`src/rtl/instr_encoder.sv`:
```
// Instruction encoder: turns decoded operation requests into 32-bit machine
// words and streams them, with sequential program addresses, to an
// instruction-memory writer through a single valid/ready output stage.
module instr_encoder #(
  parameter int unsigned ADDR_W = 8
) (
  input  logic              clk,
  input  logic              rst_n,
  input  logic              clr,
  input  logic              in_valid,
  output logic              in_ready,
  input  logic [2:0]        in_op,
  input  logic [4:0]        in_rs,
  input  logic [4:0]        in_rt,
  input  logic [4:0]        in_rd,
  input  logic [15:0]       in_imm,
  input  logic [25:0]       in_target,
  output logic              out_valid,
  input  logic              out_ready,
  output logic [31:0]       out_instr,
  output logic [ADDR_W-1:0] out_addr,
  output logic              err,
  output logic [7:0]        err_count
);

  typedef enum logic [2:0] {
    OP_ADD = 3'd0,
    OP_LW  = 3'd1,
    OP_SW  = 3'd2,
    OP_JMP = 3'd3
  } op_e;

  logic        accept;
  logic        out_fire;
  logic        legal;
  logic [31:0] enc;

  // Single output register: a new request can enter whenever the slot is
  // empty or is being drained this same cycle.
  assign in_ready = !out_valid || out_ready;
  assign accept   = in_valid && in_ready;
  assign out_fire = out_valid && out_ready;

  // Encode the request; only the fields the op uses reach the word.
  always_comb begin
    legal = 1'b1;
    enc   = '0;
    case (in_op)
      OP_ADD:  enc = {6'd0, in_rs, in_rt, in_rd, 5'd0, 6'd32};
      OP_LW:   enc = {6'd54, in_rs, in_rt, in_imm};
      OP_SW:   enc = {6'd55, in_rs, in_rt, in_imm};
      OP_JMP:  enc = {6'd2, in_target};
      default: legal = 1'b0;
    endcase
  end

  // Output stage: load on legal acceptance, otherwise empty on drain.
  always_ff @(posedge clk or negedge rst_n) begin
    if (!rst_n) begin
      out_valid <= 1'b0;
      out_instr <= '0;
    end else if (clr) begin
      out_valid <= 1'b0;
      out_instr <= '0;
    end else if (accept && legal) begin
      out_valid <= 1'b1;
      out_instr <= enc;
    end else if (out_fire) begin
      out_valid <= 1'b0;
    end
  end

  // Program address: the held word's address, advancing as each word drains,
  // so a word loaded in the draining cycle lands on the next address.
  always_ff @(posedge clk or negedge rst_n) begin
    if (!rst_n) begin
      out_addr <= '0;
    end else if (clr) begin
      out_addr <= '0;
    end else if (out_fire) begin
      out_addr <= out_addr + ADDR_W'(1);
    end
  end

  // Illegal-op reporting: one-cycle pulse plus saturating tally.
  always_ff @(posedge clk or negedge rst_n) begin
    if (!rst_n) begin
      err       <= 1'b0;
      err_count <= '0;
    end else if (clr) begin
      err       <= 1'b0;
      err_count <= '0;
    end else begin
      err <= accept && !legal;
      if (accept && !legal && err_count != 8'hFF) begin
        err_count <= err_count + 8'd1;
      end
    end
  end

endmodule

```
`config.mk`:
```
export PLATFORM = sky130hd
export DESIGN_NAME = instr_encoder
export DESIGN_NICKNAME = d
export VERILOG_FILES = /design/src/rtl/instr_encoder.sv
export SDC_FILE = /design/constraint.sdc
export NUM_CORES = 1
export LEC_CHECK = 0
export ABC_AREA = 1
export CAP_MARGIN = 10
export CORE_MARGIN = 2
export CORE_UTILIZATION = 40
export DETAILED_ROUTE_END_ITERATION = 8
export PLACE_DENSITY_LB_ADDON = 0.15
export SYNTH_ARGS = -nofsm -noshare
export SYNTH_HDL_FRONTEND = slang
export SYNTH_SLANG_ARGS = --single-unit
```
`constraint.sdc`:
```
create_clock -name clk -period 2 [get_ports clk]
set_clock_uncertainty 0.1 [all_clocks]
set_input_delay 0.6 -clock clk [delete_from_list [all_inputs] [get_ports clk]]
set_output_delay 0.6 -clock clk [all_outputs]
set_load 0.05 [all_outputs]
```
=== After elaboration in Yosys (flattened, before gate mapping) ===
Index checks and enable logic that the tools add are counted.

* Input port bits: 65
* Flip-flop bits (word level): 50

* Add/subtract/negate cells: 2
* Reductions and logical operators: 14
* Multiplexer cells: 12
* Eq/ne operators: 4

{| class="wikitable"
|+ Operators by type and width
! cell !! count
|-
| case mux 32 bit (4 select lines) || 1
|-
| 2-to-1 mux 32 bit || 2
|-
| 2-to-1 mux 8 bit || 4
|-
| adder 8 x 1 -> 8 bit, second input constant || 2
|-
| inequality test 8 bit, second input constant || 1
|-
| == test 3 x 2 -> 1 bit, second input constant || 2
|-
| nonzero test 2 bit || 3
|-
| logical AND 1 bit || 5
|-
| 2-to-1 mux 1 bit || 5
|-
| OR reduction 4 bit || 1
|-
| == test 3 x 1 -> 1 bit, second input constant || 1
|-
| logical NOT 3 bit || 1
|-
| nonzero test 3 bit || 1
|-
| logical NOT 1 bit || 2
|-
| logical OR 1 bit || 1
|}

=== Longest topological paths before layout ===
Gate-level depths: netlist (run 1).

* Word-level depth: 8
* Gate-level depth with buffers: 9
* Depth with buffers taken out: 8

=== Worst setup path after synthesis (run 1) ===
No wires, ideal clock.

* Path kind: flip-flop to flip-flop
* From: register err_count[1]
* To: register err_count[0]
* Path slack: 0.244 ns
* Path buffers: 0
* Library setup time: 0.119 ns
* Period minus slack after synthesis: 1.756 ns
* Required time: 1.781 ns
* Stages on the path, launching flop included: 9
* Arrival time: 1.538 ns
* Cell sequence: dfrtp_1 ha_1 nand2_1 nor2_2 nand2_2 nand2_2 nand2_1 nand3_1 nand2_1

* Word-level cells in the longest chain between the ends: 3

{| class="wikitable"
|+ RTL lines
! item !! line !! RTL
|-
| from (decl) || 23 || <nowiki>output logic [7:0] err_count</nowiki>
|-
| from (signal assigned) || 96 || <nowiki>err_count <= err_count + 8'd1;</nowiki>
|-
| inequality test 8 bit || 95 || <nowiki>if (accept && !legal && err_count != 8'hFF) begin</nowiki>
|-
| logical AND 1 bit || 95 ||
|-
| nonzero test 2 bit (no line) || n/a ||
|}

No other way between the ends.
A chain may end at the register's enable or synchronous reset.

=== Worst setup path after layout (run 1) ===
* From: input port in_op[2]
* To: register out_instr[30]

* Word-level cells in the longest chain between the ends: 5
* Elaborated cells on any way between the ends: 11
* Those cells by class: 3 x eq/ne; 4 x mux; 4 x reduce/logical

{| class="wikitable"
|+ RTL lines
! item !! line !! RTL
|-
| from (decl) || 12 || <nowiki>input logic [2:0] in_op,</nowiki>
|-
| == test 3 x 2 -> 1 bit, or another cell as far along || 48 || <nowiki>case (in_op)</nowiki>
|-
| OR reduction 4 bit (no line) || n/a ||
|-
| 2-to-1 mux 1 bit || 48 ||
|-
| logical AND 1 bit || 65 || <nowiki>end else if (accept && legal) begin</nowiki>
|-
| nonzero test 2 bit (no line) || n/a ||
|-
| to (signal assigned) || 67 || <nowiki>out_instr <= enc;</nowiki>
|-
| to (decl) || 20 || <nowiki>output logic [31:0] out_instr,</nowiki>
|}

Several ways; a longest one is shown, not always the timed one. The select of a mux whose other input is x is not followed.

==> impl_metrics.py, run 1 <==
metrics = {
    "synth": {
        "synthArstFlopShare_pct": 100.0,
        "syn_area_um2": 2475,
        "synth-simple-area-share_pct": 39.64,
        "synth_cell_types": 25,
        "synth_edf_count": 0,
        "ys_seq_area_share_pct": 47.52,
        "synthMuxAreaShare_pct": 0,
        "synth_top_family_by_area": "simple AND/OR/NAND/NOR gates",
        "post_synth_xor_area_fraction_pct": 0.3539,
        "synthFlopType": "dfrtp_1",
        "avgSynthCellArea_um2": 7.568,
        "synth_warnings": 0,
        "synth_fa_ha_area_share_pct": 1.011,
        "syn-instance-count": 327,
        "synth_compound_area_share_pct": 2.983,
        "synth-seq-cells": 47,
        "synth_nets": 394,
    },
    "power": {
        "p_leak_nw": 2.013,
        "ir_worst_vdd_mv": 0.3327,
        "finalPower_mw": 2.044,
        "powerDensity_nw_per_um2": 512.1,
    },
    "routing": {
        "wl_mm": 6.855,
        "via_per_inst": 4.835,
        "drtAntennaViolNets": 0,
        "drc": 0,
        "wl_per_cell_um": 12.89,
        "routed-via-count": 2572,
        "firstDrtPassIters": 5,
        "drt_iter0_drc": 84,
    },
    "die": {
        "rows": 28,
        "core_area_um2": 5956,
        "dieArea_um2": 6833,
        "die_h_um": 82.66,
        "start_util_pct": 41.55,
        "ioPinCount": 116,
        "die_w_um": 82.66,
    },
    "layout": {
        "area_growth_pct": 61.27,
        "layout_common_cells": "nand2_1, nand3_1, clkdlybuf4s50_1",
        "fillers": 534,
        "drive_above_1_share_pct": 19.91,
        "num_antenna_cells": 0,
        "final_util_pct": 67.02,
        "layout_commonest_cell": "nand2_1",
        "fin_nets": 523,
    },
    "timing": {
        "setup_viol": 0,
        "report.final.slew_viol_count": 0,
        "rsz0062_at_grt": "false",
        "fmax_ghz": 0.5310,
        "period_needed_ns": 1.883,
        "maxSlewHeadroom_pct": 65.88,
        "hold_violations": 0,
        "fin_crit_sh_pct": 94.16,
        "tightest_slew_ns": 0.5111,
        "layout_setup_ws_ns": 0.1168,
    },
    "flow_run": {
        "cap_violations": 0,
    },
    "setup_path": {
        "cp_max_fo": 29,
        "worstSetupStartpoint": "in_op[2]",
        "critical_path.top_delay_family": "buffers and inverters",
        "critical-path-max-stage-delay_ns": 0.52,
        "r2r_start": "out_valid$_DFFE_PN0P_",
        "cp-end-kind": "flop",
        "worstSetupPathType": "in -> reg",
        "critPathBufInv": 3,
        "worstRegToRegCells": 7,
        "crit_end": "out_instr[30]$_DFFE_PN0P_",
        "reg2reg_to": "out_instr[30]$_DFFE_PN0P_",
        "ff2ff_setup_slack_ns": 0.30,
        "slowest_stage": "clkdlybuf4s50_1",
        "crit_arrival_ns": 2.01,
        "required_ns": 2.12,
        "path_cells": "clkdlybuf4s50_1, inv_2, nand3_1, nand2_1, inv_2, nand2_1, o21ai_0",
        "crit_cells": 7,
        "critPathLaunchType": "primary input",
    },
    "grt": {
        "grt_pass1_wl_mm": 10.90,
        "overflow": 0,
        "antenna_found_initial": 0,
        "grt_max_degree": 43,
        "grt_pass1_vias": 2373,
        "grt_usage_pct": 20.61,
    },
    "cts": {
        "clock_sinks": 47,
        "clock_latency_ns": 0.29,
        "cts_tree": "yes",
        "cts_hold_buffers": 0,
        "root_buffer": "clkbuf_8",
        "cts_buffers": 5,
        "clockBufferDepth": 2,
        "clk_pin_slew_worst_paths_ns": 0.09,
        "htreeDepth": 2,
    },
    "place": {
        "finalWeightedCongestion": 0.8015,
        "pre_cts_ws_ns": -0.2047,
        "dpl.hpwl_mm": 5.245,
        "io_buffers": 114,
    },
    "min_path": {
        "min_path_type": "in -> async",
    },
    "outcome": {
        "status": "finished clean",
    },
}
registers in the layout, summed over array words and instances, names as in the netlist:
register and count:
err 1, err_count 8, out_valid 1, out_instr 29
out_addr 8
where the power goes:
group          internal, mW  total (mW)  switching [mW]
Combinational         0.224       0.475           0.250
Sequential            0.977        1.00          0.0274
Clock                 0.246       0.565           0.318
Total                  1.45        2.04           0.596
layout make-up:
| class | instances | area [um^2] | share of cell area, % |
|---|---|---|---|
| repair buffers | 135 | 1443 | 36.14 |
| flip-flops and latches | 47 | 1176 | 29.47 |
| multi-input cells | 239 | 1092 | 27.37 |
| inverters | 28 | 105.1 | 2.633 |
| well taps | 75 | 93.84 | 2.351 |
| clock buffers | 7 | 76.32 | 1.912 |
| clock inverters | 1 | 5.005 | 0.1254 |
repair_timing:
| item | in CTS | in global routing |
|---|---|---|
| hold endpoints to repair | 0 | 0 |
| buffers inserted | 1 | 0 |
| endpoints found under the setup margin | 1 | 0 |
| resized for setup | 1 | 0 |
worst min-delay path by stage:
stage | from | end | slack [ns]
2_1_floorplan | rst_n | err$_DFF_PN0_ | 0.20
3_3_place_gp | rst_n | err_count[0]$_DFFE_PN0P_ | 0.34
3_5_place_dp | rst_n | err_count[7]$_DFFE_PN0P_ | 0.35
4_1_cts | rst_n | err_count[7]$_DFFE_PN0P_ | 0.02
5_1_grt | rst_n | err_count[7]$_DFFE_PN0P_ | 0.03
6_report | rst_n | err_count[7]$_DFFE_PN0P_ | 0.03
stage by stage:
stage / area (um^2) / setup TNS [ns] / hold slack, ns / std cells
final: 3991 / 0 / 0.02914 / 532
after global routing: 3991 / 0 / 0.03000 / 532
after CTS: 3991 / 0 / 0.02435 / 532
after detailed placement: 3904 / -5.393 / 0.3467 / 523
after global placement: 3904 / -4.215 / 0.3408 / 523
after floorplan: 2475 / 0 / 0.2044 / 327
cells in the mapped netlist (4+ instances only):
master   number  area share, %
inv_2         4           0.61
o21ai_0       8            1.6
dfrtp_1      47             48
nand4_1       6            1.5
nand2_1     119             18
inv_1        24            3.6
buf_4         7            2.1
nor2_1       22            3.3
nand3_1      63             13
a21oi_1       4           0.81
layer usage:
layer / up-vias / routed length [um] / GRT usage (%)
li1: 1304 / - / -
met1: 1175 / 2955 / 27.98
met2: 87 / 3388 / 33.71
met3: 6 / 437 / 3.478
met4: 0 / 74 / 6.230
met5: - / 0 / 0
cell families (layout without fill, tap and decap cells):
| family | after synthesis | count (layout) |
|---|---|---|
| XOR/XNOR | 1 | 1 |
| AO/OA/AOI/OAI | 14 | 14 |
| adder cells (fa/ha/maj) | 2 | 2 |
| flip-flops | 47 | 47 |
| buffers and inverters | 41 | 171 |
| AND/OR/NAND/NOR | 221 | 221 |
| other | 1 | 1 |
(Power assumes the default switching activity.)
==> run 2, diff against run 1 <==
--- a/config.mk
+++ b/config.mk
@@ -7,8 +7,10 @@
 export LEC_CHECK = 0
 export ABC_AREA = 1
 export CAP_MARGIN = 10
+export CORE_ASPECT_RATIO = 0.8
 export CORE_MARGIN = 2
 export CORE_UTILIZATION = 40
+export CTS_CLUSTER_SIZE = 30
 export DETAILED_ROUTE_END_ITERATION = 8
 export PLACE_DENSITY_LB_ADDON = 0.15
 export SYNTH_ARGS = -nofsm -noshare
==> impl_metrics.py, run 2 (synthesis gave the netlist of run 1 again) <==
metrics = {
    "outcome": {
        "status": "finished clean",
    },
    "cts": {
        "clock_sinks": 47,
        "htreeDepth": 2,
        "cts_tree": "yes",
        "clock_latency_ns": 0.30,
        "clockBufferDepth": 2,
        "root_buffer": "clkbuf_8",
        "clk_pin_slew_worst_paths_ns": 0.10,
        "cts_buffers": 5,
    },
    "setup_path": {
        "crit_arrival_ns": 1.17,
        "cp_max_fo": 2,
        "critPathLaunchType": "primary input",
        "critical-path-max-stage-delay_ns": 0.25,
        "worstRegToRegCells": 7,
        "worstSetupPathType": "in -> out",
        "required_ns": 1.30,
        "critical_path.top_delay_family": "buffers and inverters",
        "critPathBufInv": 3,
        "crit_cells": 4,
        "cp-end-kind": "primary output",
        "slowest_stage": "dlygate4sd2_1",
        "path_cells": "dlygate4sd2_1, inv_1, nand2_4, buf_12",
    },
    "layout": {
        "regMostFlops": "out_instr",
        "num_antenna_cells": 0,
        "largest_reg_flops": 29,
        "layout_common_cells": "nand2_1, nand3_1, clkdlybuf4s50_1",
        "reg_top3": "out_instr: 29 flops, err_count: 8 flops, out_addr: 8 flops",
        "fin_nets": 526,
        "layout_commonest_cell": "nand2_1",
        "area_growth_pct": 63.90,
        "final_util_pct": 68.25,
        "drive_above_1_share_pct": 20.65,
    },
    "routing": {
        "wl_per_cell_um": 13.45,
        "routed-via-count": 2598,
        "via_per_inst": 4.802,
        "drc": 0,
        "drt_iter0_drc": 86,
        "drtAntennaViolNets": 0,
        "firstDrtPassIters": 4,
        "wl_mm": 7.276,
    },
    "grt": {
        "antenna_found_initial": 0,
        "grt_pass1_vias": 2488,
        "grt_max_degree": 30,
        "overflow": 0,
        "grt_pass1_wl_mm": 11.61,
        "grt_usage_pct": 21.37,
    },
    "place": {
        "io_buffers": 114,
        "finalWeightedCongestion": 0.8361,
        "pre_cts_ws_ns": -0.1901,
        "dpl.hpwl_mm": 5.637,
    },
    "timing": {
        "maxSlewHeadroom_pct": 66.20,
        "fin_crit_sh_pct": 93.38,
        "layout_setup_ws_ns": 0.1323,
        "report.final.slew_viol_count": 0,
        "rsz0062_at_grt": "false",
        "fmax_ghz": 0.5354,
        "tightest_slew_ns": 0.5063,
        "setup_viol": 0,
        "hold_violations": 0,
        "period_needed_ns": 1.868,
    },
    "flow_run": {
        "cap_violations": 0,
    },
    "die": {
        "die_w_um": 91.95,
        "ioPinCount": 116,
        "core_area_um2": 5943,
        "start_util_pct": 41.64,
        "rows": 25,
        "dieArea_um2": 6837,
        "die_h_um": 74.36,
    },
    "power": {
        "p_leak_nw": 2.029,
        "powerDensity_nw_per_um2": 511.9,
        "ir_worst_vdd_mv": 0.3692,
    },
    "min_path": {
        "min_path_type": "reg -> reg",
        "hold_depth": 2,
    },
}
## run 2: cell types whose count changed in the layout (fill, tap and decap cells not counted)
cell / before / now
buf_12: 22 / 24
clkbuf_1: 2 / 0
clkinvlp_4: 0 / 2
dlygate4sd3_1: 0 / 1
## run 2: per-layer routing
metal	part of all wire [%]	track usage, %
met1	43	27.16
met2	49	37.09
met3	6.6	5.370
met4	0.92	5.804
met5	0	0
## run 2: worst min-delay path: stages, from the launching register on
cell and delay, ns:
dfrtp_1 0.36, nand2_1 0.05, o21ai_0 0.06
## run 2: repair_timing
action | 4_1_cts | 5_1_grt
endpoints found under the hold margin | 3 | 0
resized for setup | 1 | 0
endpoints found under the setup margin | 1 | 0
buffers inserted | 1 | 0
hold buffers | 1 | 0
## run 2: final cells by class
class,instances,area (um^2)
Sequential cell,47,1176
Clock buffer,5,68.82
Tap cell,81,101.3
Clock inverter,3,20.02
Fill cell,520,1887
Multi-Input combinational cell,239,1092
Inverter,28,105.1
Timing Repair Buffer,138,1493
## run 2: worst paths after layout
kind / endpoint / from / slack (ns)
max reg2reg: out_instr[19]$_DFFE_PN0P_ / out_valid$_DFFE_PN0P_ / 0.29
max in group asynchronous: out_instr[19]$_DFFE_PN0P_ / rst_n / 0.76
max: in_ready / out_ready / 0.13
min: out_instr[26]$_DFFE_PN0P_ / out_instr[26]$_DFFE_PN0P_ / 0.40
min reg2reg: out_instr[26]$_DFFE_PN0P_ / out_instr[26]$_DFFE_PN0P_ / 0.40
min in group asynchronous: err_count[5]$_DFFE_PN0P_ / rst_n / 0.53
## run 2: through the flow
step,power (mW),TNS [ns],cell area [um^2],hold slack (ns),std cells
2_1_floorplan,1.227,0,2475,0.2044,327
3_3_place_gp,1.497,-4.297,3951,0.3175,531
3_5_place_dp,1.505,-4.911,3951,0.3229,531
4_1_cts,2.094,0,4056,0.4075,541
5_1_grt,2.167,0,4056,0.4280,541
6_report,2.077,0,4056,0.4013,541
## run 2: report_power, final
| group | switching (mW) | total, mW | internal [mW] |
|---|---|---|---|
| registers | 0.0276 | 1.01 | 0.977 |
| logic | 0.254 | 0.482 | 0.227 |
| clock network | 0.346 | 0.590 | 0.244 |
| total | 0.628 | 2.08 | 1.45 |
==> run 3, diff against run 2 <==
--- a/config.mk
+++ b/config.mk
@@ -12,6 +12,7 @@
 export CORE_UTILIZATION = 40
 export CTS_CLUSTER_SIZE = 30
 export DETAILED_ROUTE_END_ITERATION = 8
+export GPL_TIMING_DRIVEN = 0
 export PLACE_DENSITY_LB_ADDON = 0.15
 export SYNTH_ARGS = -nofsm -noshare
 export SYNTH_HDL_FRONTEND = slang
==> impl_metrics.py, run 3 (synthesis gave the netlist of run 1 again) <==
metrics = {
    "die": {
        "rows": 25,
        "die_w_um": 91.95,
        "ioPinCount": 116,
        "start_util_pct": 41.64,
        "core_area_um2": 5943,
        "dieArea_um2": 6837,
        "die_h_um": 74.36,
    },
    "setup_path": {
        "required_ns": 1.30,
        "critPathLaunchType": "flop",
        "path_cells": "clkdlybuf4s15_1",
        "critPathBufInv": 1,
        "slowest_stage": "clkdlybuf4s15_1",
        "r2r_start": "err_count[1]$_DFFE_PN0P_",
        "critical-path-max-stage-delay_ns": 0.53,
        "ff2ff_setup_slack_ns": 0.45,
        "worstSetupStartpoint": "err_count[2]$_DFFE_PN0P_",
        "worstSetupPathType": "reg -> out",
        "critical_path.top_delay_family": "buffers and inverters",
        "reg2reg_to": "err_count[0]$_DFFE_PN0P_",
        "worstRegToRegCells": 8,
        "cp-end-kind": "primary output",
        "cp_max_fo": 5,
        "crit_arrival_ns": 1.26,
    },
    "cts": {
        "cts_hold_buffers": 0,
        "htreeDepth": 2,
        "cts.repair.resized": 69,
        "clk_pin_slew_worst_paths_ns": 0.08,
        "root_buffer": "clkbuf_8",
        "clock_sinks": 47,
        "clockBufferDepth": 2,
        "clock_latency_ns": 0.31,
        "cts_tree": "yes",
        "post_cts_buffers": 0,
        "cts_buffers": 5,
    },
    "routing": {
        "wl_met1_mm": 3.123,
        "wl_per_cell_um": 12.87,
        "firstDrtPassIters": 4,
        "top_layer_used": "met4",
        "via_per_inst": 4.849,
        "drt_iter0_drc": 90,
        "wl_mm": 6.834,
        "routed-via-count": 2575,
        "drc": 0,
        "dr_wl_met3_um": 591,
        "wl_met2_mm": 2.982,
        "drtAntennaViolNets": 0,
    },
    "grt": {
        "grt_max_degree": 35,
        "overflow": 0,
        "grt_usage_pct": 20.64,
        "antenna_found_initial": 0,
        "grt_pass1_wl_mm": 11.07,
        "grt_pass1_vias": 2387,
    },
    "layout": {
        "layout_common_cells": "nand2_1, nand3_1, clkdlybuf4s50_1",
        "largest_reg_flops": 29,
        "area_growth_pct": 54.04,
        "regMostFlops": "out_instr",
        "final_util_pct": 64.15,
        "layout_commonest_cell": "nand2_1",
        "fin_area_um2": 3812,
        "fillers": 545,
        "num_antenna_cells": 0,
        "reg_top3": "out_instr: 29 flops, err_count: 8 flops, out_addr: 8 flops",
        "fin_nets": 516,
        "drive_above_1_share_pct": 10.00,
    },
    "place": {
        "io_buffers": 114,
        "finalWeightedCongestion": 0.8420,
        "pre_cts_ws_ns": -0.7883,
        "dpl.hpwl_mm": 5.200,
        "postPlaceCellArea_um2": 3732,
    },
    "timing": {
        "fmax_ghz": 0.5094,
        "period_needed_ns": 1.963,
        "maxSlewHeadroom_pct": 63.92,
        "layout_setup_ws_ns": 0.03678,
        "report.final.slew_viol_count": 0,
        "setup_viol": 0,
        "rsz0062_at_grt": "false",
        "tightest_slew_ns": 0.5434,
        "hold_violations": 0,
        "fin_crit_sh_pct": 98.16,
        "fin_tns_setup_ns": 0,
    },
    "power": {
        "p_leak_nw": 2.019,
        "powerDensity_nw_per_um2": 595.1,
        "finalPower_mw": 2.269,
        "ir_worst_vdd_mv": 0.3531,
    },
    "min_path": {
        "min_path_type": "in -> async",
    },
    "outcome": {
        "status": "finished clean",
    },
    "flow_run": {
        "cap_violations": 0,
    },
}
run 3: cell count changes in the layout (fill, tap and decap cells not counted), sizes merged:
cell           delta
clkbuf            +5
clkdlybuf4s15    +11
dlygate4sd3       -1
clkinv            -1
buf              -58
bufinv            +2
clkinvlp          -2
dlygate4sd2      +34
run 3: per-layer routing:
layer,track usage (%),vias up
met1,27.79,1187
met4,8.624,0
met3,6.079,9
met2,31.62,86
met5,0,-
li1,-,1293
run 3: worst max path at each step:
stage                               end  slack [ns]  depth (start not counted)
3_5_place_dp                   in_ready       -0.79                          4
6_report                   err_count[2]        0.04                          1
2_1_floorplan  err_count[0]$_DFFE_PN0P_        0.24                          8
3_3_place_gp   out_instr[8]$_DFFE_PN0P_       -1.20                          1
5_1_grt                    err_count[2]       0.003                          1
4_1_cts                    err_count[2]       0.006                          1
run 3: per-stage QoR:
stage               cells  hold WS (ns)
floorplan             327        0.2044
global placement      522        0.3612
detailed placement    523        0.3644
CTS                   531       0.09464
global route          531        0.1086
finish                531       0.09519
run 3: power breakdown:
group	total [mW]	internal, mW	switching [mW]	leakage [nW]
Sequential	0.997	0.977	0.0197	0.648
Combinational	0.435	0.184	0.250	1.31
Clock	0.837	0.500	0.337	0.0654
Total	2.27	1.66	0.607	2.02
run 3: final cells by class:
class,count,area (um^2),area share (%)
clock inverters,2,60.06,1.575
multi-input cells,239,1092,28.65
plain buffers,13,101.3,2.658
inverters,28,105.1,2.757
repair buffers,115,1104,28.95
well taps,81,101.3,2.658
clock buffers,6,72.57,1.904
flip-flops and latches,47,1176,30.85
